## config.mk

```make
export PLATFORM = sky130hd
export DESIGN_NAME = branch_predictor_gshare
export DESIGN_NICKNAME = d
export VERILOG_FILES = /design/src/rtl/branch_predictor_gshare.sv
export SDC_FILE = /design/constraint.sdc
export NUM_CORES = 1
export LEC_CHECK = 0
export CAP_MARGIN = 20
export CORE_ASPECT_RATIO = 0.75
export CORE_MARGIN = 1.5
export CORE_UTILIZATION = 52
export CTS_BUF_LIST = sky130_fd_sc_hd__clkbuf_4
export DETAILED_ROUTE_END_ITERATION = 12
export GPL_TIMING_DRIVEN = 0
export PLACE_DENSITY = 0.85
export SETUP_SLACK_MARGIN = 0.3
export SLEW_MARGIN = 40
export SYNTH_ARGS = -nofsm -noshare
export SYNTH_HDL_FRONTEND = slang
export SYNTH_SLANG_ARGS = --single-unit
export TNS_END_PERCENT = 30
```

## constraint.sdc

```tcl
create_clock -name clk -period 3.7 [get_ports clk]
set_input_delay 0.925 -clock clk [delete_from_list [all_inputs] [get_ports clk]]
set_output_delay 0.925 -clock clk [all_outputs]
set_load 0.02 [all_outputs]
```

## src/rtl/branch_predictor_gshare.sv

```systemverilog
// Fetch-stage branch predictor: a table of saturating counters indexed by PC (bimodal)
// or PC XOR speculative global history (gshare), trained and repaired from EX.
module branch_predictor_gshare #(
  parameter int  ENTRIES  = 64,
  parameter int  CNT_BITS = 2,
  parameter int  GHR_BITS = 6,
  parameter int  MODE     = 1,
  parameter int  PC_LSB   = 2,
  localparam int IDX_W    = $clog2(ENTRIES)
) (
  input  logic                clk,
  input  logic                reset,
  input  logic                pc_valid,
  input  logic [31:0]         pc,
  output logic                pred_taken,
  output logic [IDX_W-1:0]    pred_index,
  output logic [GHR_BITS-1:0] pred_ghr,
  input  logic                upd_valid,
  input  logic [IDX_W-1:0]    upd_index,
  input  logic [GHR_BITS-1:0] upd_ghr,
  input  logic                upd_pred_taken,
  input  logic                upd_actual_taken,
  output logic                flush_pipeline,
  output logic [31:0]         stat_branches,
  output logic [31:0]         stat_mispredicts
);

  localparam logic [CNT_BITS-1:0] CNT_INIT = CNT_BITS'((1 << (CNT_BITS - 1)) - 1);
  localparam logic [CNT_BITS-1:0] CNT_MAX  = '1;

  if (ENTRIES < 4 || (1 << IDX_W) != ENTRIES) begin : g_bad_entries
    $error("ENTRIES must be a power of two and at least 4");
  end
  if (CNT_BITS < 2 || CNT_BITS > 4) begin : g_bad_cnt
    $error("CNT_BITS must be in 2..4");
  end
  if (GHR_BITS < 1 || GHR_BITS > IDX_W) begin : g_bad_ghr
    $error("GHR_BITS must be in 1..log2(ENTRIES)");
  end
  if (PC_LSB < 0 || PC_LSB + IDX_W > 32) begin : g_bad_pc_lsb
    $error("PC_LSB + log2(ENTRIES) must fit within the 32-bit PC");
  end

  function automatic logic [CNT_BITS-1:0] cnt_train(input logic [CNT_BITS-1:0] c,
                                                    input logic up);
    logic [CNT_BITS-1:0] r;
    if (up) r = (c == CNT_MAX) ? c : c + CNT_BITS'(1);
    else    r = (c == '0)      ? c : c - CNT_BITS'(1);
    return r;
  endfunction

  function automatic logic [31:0] stat_inc(input logic [31:0] s);
    return (s == 32'hFFFF_FFFF) ? s : s + 32'd1;
  endfunction

  // Works for GHR_BITS=1 too: the old history falls off the top of the concatenation.
  function automatic logic [GHR_BITS-1:0] ghr_shift(input logic [GHR_BITS-1:0] g,
                                                    input logic b);
    logic [GHR_BITS:0] t;
    t = {g, b};
    return t[GHR_BITS-1:0];
  endfunction

  logic [CNT_BITS-1:0] cnt_q [ENTRIES];
  logic [CNT_BITS-1:0] cnt_d [ENTRIES];
  logic [GHR_BITS-1:0] ghr_q, ghr_d;
  logic                flush_q, flush_d;
  logic [31:0]         branches_q, branches_d;
  logic [31:0]         mispredicts_q, mispredicts_d;

  logic [IDX_W-1:0]    base_idx;
  logic [IDX_W-1:0]    ghr_ext;
  logic [IDX_W-1:0]    idx;
  logic                taken;
  logic                mispredict;
  logic                unused_pc;

  assign unused_pc = ^pc;

  always_comb begin
    base_idx = pc[PC_LSB +: IDX_W];
    ghr_ext  = IDX_W'(ghr_q);
    idx      = (MODE != 0) ? (base_idx ^ ghr_ext) : base_idx;
    taken    = pc_valid & cnt_q[idx][CNT_BITS-1];
  end

  assign pred_taken       = taken;
  assign pred_index       = idx;
  assign pred_ghr         = ghr_q;
  assign flush_pipeline   = flush_q;
  assign stat_branches    = branches_q;
  assign stat_mispredicts = mispredicts_q;

  assign mispredict = upd_valid & (upd_pred_taken != upd_actual_taken);

  // Prediction reads cnt_q, so a same-cycle update to that entry is seen one cycle later.
  always_comb begin
    cnt_d = cnt_q;
    if (upd_valid) begin
      cnt_d[upd_index] = cnt_train(cnt_q[upd_index], upd_actual_taken);
    end
  end

  // Repair wins over the speculative shift: the fetch it would record is being flushed.
  always_comb begin
    ghr_d = ghr_q;
    if (mispredict) begin
      ghr_d = ghr_shift(upd_ghr, upd_actual_taken);
    end else if (pc_valid) begin
      ghr_d = ghr_shift(ghr_q, taken);
    end
  end

  always_comb begin
    flush_d       = mispredict;
    branches_d    = upd_valid  ? stat_inc(branches_q)    : branches_q;
    mispredicts_d = mispredict ? stat_inc(mispredicts_q) : mispredicts_q;
  end

  always_ff @(posedge clk or negedge reset) begin
    if (!reset) begin
      for (int i = 0; i < ENTRIES; i++) begin
        cnt_q[i] <= CNT_INIT;
      end
      ghr_q         <= '0;
      flush_q       <= 1'b0;
      branches_q    <= '0;
      mispredicts_q <= '0;
    end else begin
      cnt_q         <= cnt_d;
      ghr_q         <= ghr_d;
      flush_q       <= flush_d;
      branches_q    <= branches_d;
      mispredicts_q <= mispredicts_d;
    end
  end

endmodule

```

== Word-level counts from Yosys, hierarchy flattened ==
Index checks and enable logic that the tools add are counted.

* Register bits after elaboration: 199
* Output and inout port bits: 78
* Word-level logic and storage cells: 106
* Input bits: 50

* Reductions and logical operators: 5
* Bitwise gates (word level): 7
* Add/sub/neg operators: 4
* Mux-type cells: 15
* Order comparisons: 3
* Equal/unequal tests: 4

{| class="wikitable"
|+ Operators by type and width
! operator !! number
|-
| bitwise mux 128 bit || 1
|-
| adder 32 x 1 -> 32 bit (second input constant) || 2
|-
| equality test 32 bit (second input constant) || 2
|-
| binary-select mux 2 bit (select 6 bit) || 2
|-
| 2-to-1 mux 2 bit || 9
|-
| >= comparator 7 bit (second input constant) || 2
|-
| NOT 6 -> 7 bit || 2
|-
| demux 2 bit (select 6 bit) || 1
|-
| 2-to-1 mux 6 bit || 2
|-
| < comparator 7 x 1 -> 1 bit (second input constant) || 1
|-
| XOR 6 bit || 1
|-
| AND reduction 2 bit || 2
|-
| adder 2 x 1 -> 2 bit (second input constant) || 1
|-
| AND 1 bit || 2
|-
| equality test 2 bit (second input constant) || 1
|-
| zero test 2 bit || 1
|-
| NOT 1 bit || 2
|-
| nonzero test 2 bit || 1
|-
| subtractor 2 x 1 -> 2 bit (second input constant) || 1
|-
| logical AND 1 bit || 1
|-
| != test 1 bit || 1
|}

== Logic depth before layout (Yosys ltp) ==
Gate-level depths: netlist of the first run.

* Depth after elaboration: 9
* Mapped depth: 12
* Depth with buffers taken out: 8

== Worst setup path after synthesis of the first run ==
Ideal clock, no wire load.

* Kind: in2out
* From: input port pc[2]
* To: output port pred_taken
* Cell stages on the path: 8
* Data required time: 2775 ps
* Slack: -315 ps
* Arrival time: 3090 ps
* Path buffers: 1
* Cell sequence: xnor2_1 -> clkinv_1 -> buf_4 -> mux4_2 -> o22ai_1 -> nor4_1 -> a211oi_1 -> a211oi_1

* Word-level cells in the longest chain between the ends: 6

{| class="wikitable"
|+ RTL lines
! element !! RTL line !! text
|-
| start: declaration || 14 || <nowiki>input logic [31:0] pc,</nowiki>
|-
| XOR 6 bit || 83 || <nowiki>idx = (MODE != 0) ? (base_idx ^ ghr_ext) : base_idx;</nowiki>
|-
| named net pred_index[0] || 16 || <nowiki>output logic [IDX_W-1:0] pred_index,</nowiki>
|-
| NOT 6 -> 7 bit (not written as such) || 84 || <nowiki>taken = pc_valid & cnt_q[idx][CNT_BITS-1];</nowiki>
|-
| binary-select mux 2 bit (select 6 bit) || 84 ||
|-
| 2-to-1 mux 2 bit (not written as such) (2 in series) || 84 ||
|-
| AND 1 bit || 84 ||
|-
| end: declaration || 15 || <nowiki>output logic pred_taken,</nowiki>
|}

The timed path passes the listed nets, and every way through them passes these cells. The select of a mux whose other input is x is not followed.

== Worst setup path after layout of the first run ==
* From: input port pc[4]
* To: output port pred_taken

* Word-level cells in the longest chain between the ends: 6

{| class="wikitable"
|+ RTL lines
! element !! RTL line
|-
| XOR 6 bit || 83
|-
| NOT 6 -> 7 bit (not written as such) || 84
|-
| binary-select mux 2 bit (select 6 bit) || 84
|-
| 2-to-1 mux 2 bit (not written as such) (2 in series) || 84
|-
| AND 1 bit || 84
|}

No other way between the ends. The select of a mux whose other input is x is not followed.

==> results of run 1 <==
## where the power goes
part	leakage [uW]	internal, uW	switching (uW)
Clock	0.000160	320	894
Sequential	0.00248	2510	252
Combinational	0.00256	783	829
## stage by stage
step / area (sq um) / setup TNS [ns]
5_1_grt: 12300 / -0.299
2_1_floorplan: 10300 / 0
3_3_place_gp: 11600 / -1196.42
6_report: 12300 / -0.230
3_5_place_dp: 11700 / -100.92
4_1_cts: 12200 / -0.242
## sequential cells by signal, indices dropped and copies added (netlist names)
register	cells
cnt_q	128
stat_branches	32
stat_mispredicts	32
pred_ghr	6
flush_pipeline	1
## per-layer routing
| metal | wire length [um] | vias up | share of wire, % | track usage (%) |
|---|---|---|---|---|
| met5 | 36 | - | 0.13 | 1.52 |
| met4 | 1040 | 2 | 3.6 | 13.2 |
| met3 | 2670 | 109 | 9.3 | 7.43 |
| met2 | 12900 | 468 | 45 | 42.4 |
| met1 | 12200 | 3970 | 42 | 41.3 |
| li1 | - | 3505 | - | - |
## layout make-up
type | count | area share (%)
antenna | 1 | 0.0204
buffer | 40 | 2.42
clock buffer | 17 | 1.04
clock inverter | 15 | 1.44
inverter | 13 | 0.438
multi-input combinational | 640 | 41.1
sequential | 199 | 41.2
tap | 253 | 2.58
timing repair buffer | 116 | 9.74
## worst max-delay path by stage
stage | end | slack [ns] | depth (start not counted)
floorplan | pred_taken | 0.21 | 7
global placement | stat_mispredicts[20] | -6.33 | 1
detailed placement | pred_taken | -1.15 | 8
CTS | pred_taken | -0.24 | 8
global route | pred_taken | -0.30 | 9
finish | pred_taken | -0.23 | 9
## cell families (layout without fill, tap and decap cells)
kind of cell	Yosys count	after routing	synth area share, %
multiplexers	158	158	20.3
AND/OR/NAND/NOR	305	305	14.3
adder cells (fa/ha/maj)	5	6	0.600
XOR/XNOR	68	68	5.83
flip-flops	199	199	49.5
AO/OA/AOI/OAI	103	103	6.67
buffers and inverters	53	201	2.84
other	0	1	0
## repair_timing
item                                    CTS  global route
cloned                                    2             0
pin swaps                                 5             7
endpoints found under the setup margin  133           113
buffers inserted                         12             3
resized for setup                        38            14
hold buffers                              0             0
## placed cells by master (no fill, tap or decap), drive strengths merged, types with 9 or more instances in the layout
master / synthesis / final
mux2: 107 / 107
dfstp: 64 / 64
buf: 25 / 47
inv: 12 / 19
clkbuf: 15 / 33
nand4: 21 / 21
xnor2: 42 / 42
o21ai: 47 / 47
and3: 16 / 16
clkinv: 1 / 9
nand2: 115 / 115
nor3: 13 / 13
nor2: 59 / 59
nand3: 35 / 35
xor2: 26 / 26
mux4: 28 / 28
dfrtp: 135 / 135
clkdlybuf4s50: 0 / 89
mux2i: 23 / 23
==> reports/qor.txt, run 1 <==
Post-synth top flop: dfrtp_1
Worst reg2reg endpoint: cnt_q[64]
Fill cell count: 1,448
Sequential element share of the synthesized area: 49.5%
Worst path buffer plus inverter count: 3
CP Capture Type: primary output
DP Worst Slack: -1.15 ns
Syn nets: 943
Critical R2R Launch: cnt_q[55]
Final worst slack: -0.230 ns
Iteration count of the initial detailed-routing pass: 6
Worst-Skew Late Latency: 0.63 ns
Area growth syn-to-layout: 20.2%
Area of the multi-input gates: 5050 sq um
Max-slew violations: 0
RSZ-0062 raised after global routing: yes
Mapped Cells: 891
Drt drc: 0
#FFs+latches synth: 199
Worst Path Arrival: 3.00 ns
Cell mode on critical path: a211oi_2
Min Tclk post-route: 3.93 ns
Worst Path Max Fanout: 2
Detailed-route wire length per cell: 22.2 um
Total Routing Usage GR: 29.3%
Cells on worst reg2reg path: 9
Number of antenna violations at the first check in global routing: 1
Die Ht: 124 um
Initial Util: 52.9%
Mapped Area: 10,200 sq um
Fin util: 63.5%
Max Cap Viol: 0
Async SR Flop Fraction: 100%
Setup crit start kind: input pin
# nets final: 1,079
Crit Path Class: input pin to primary output
Die Outline Area: 20,500 sq um
Dpl cells: 1,244
Tot Pwr: 5590 uW
Worst path top cell family by delay: compound AO/OA/AOI/OAI gates
Clock sink count: 199
Max rail drop VDD: 0.261 mV
Crit share post-route: 106%
CP required: 2.77 ns
Core Region: 19,300 sq um
Num CTS Buffers: 17
Vias in the first global route: 8,102
Via density per instance: 6.22
Yosys warnings: 0
Lkg Pwr: 0.00519 uW
Final Hold Vio Count: 0
Worst-path clk slew: 0.18 ns
Largest net degree at the start of global routing: 77
Final GP Congestion: 0.986
Internal reg-to-reg setup slack: 0.78 ns
DRT antenna net count: 0
GR Overflow Total: 0
Slew @ Worst Pin: 0.772 ns
CP Launch Point: pc[4]
Port Buffers: 97
Top-count cell post-synth: dfrtp_1
Worst Hold Class: input pin to async pin
Final setup violation count: 1
Outcome: finished, violations left
Post-synth EDFFs: 0
Layout cell share with drive strength beyond 1: 30.4%
Clock Skews: 0.0280 ns
Starting DRC count in detailed routing: 823
H-tree levels: 4
Most common library cells after synthesis: dfrtp_1, nand2_1, mux2_2, dfstp_2, nor2_1
Slowest Stage Delay on Critical Path: 0.53 ns
Max Freq: 0.254 GHz
Syn avg cell area: 11.5 sq um
Via count: 8,054
First-pass GRT wire length: 45.5 mm
# rows: 44
Yosys cell types: 62
Pwr per Cell Area: 455 nW/um^2
Max transition margin: 47.9%
Final Non-Filler Cells: 1,294
Root buffer selected by CTS: clkbuf_4
# IOs: 128
CTS tree: done
Share of the synthesized area in the top cell type: 33.1%
Die X: 165 um
Register area: 5060 sq um
Bufs on Longest Clock Path: 2
Area leader, netlist: dfrtp_1
Crit-path slowest cell: a2111oi_0
WL final: 28.8 mm
Failing checks: setup timing
Final HPWL DP: 20.1 mm
Synth top area cells: dfrtp_1, dfstp_2, mux2_2
Worst path cell trace: clkdlybuf4s50_1 > xnor2_2 > inv_1 > and2_1 > a2111oi_0 > a311oi_2 > a211oi_2 > a211oi_2 > buf_4
Final hold slack: 0.178 ns
(Power assumes the default switching activity.)
==> inputs of run 2 (changes only) <==
--- a/config.mk
+++ b/config.mk
@@ -10,6 +10,7 @@
 export CORE_MARGIN = 1.5
 export CORE_UTILIZATION = 52
 export CTS_BUF_LIST = sky130_fd_sc_hd__clkbuf_4
+export CTS_CLUSTER_SIZE = 12
 export DETAILED_ROUTE_END_ITERATION = 12
 export GPL_TIMING_DRIVEN = 0
 export PLACE_DENSITY = 0.85
==> results of run 2 <==
Final layout, timing and power as in run 1 (identical DEF).
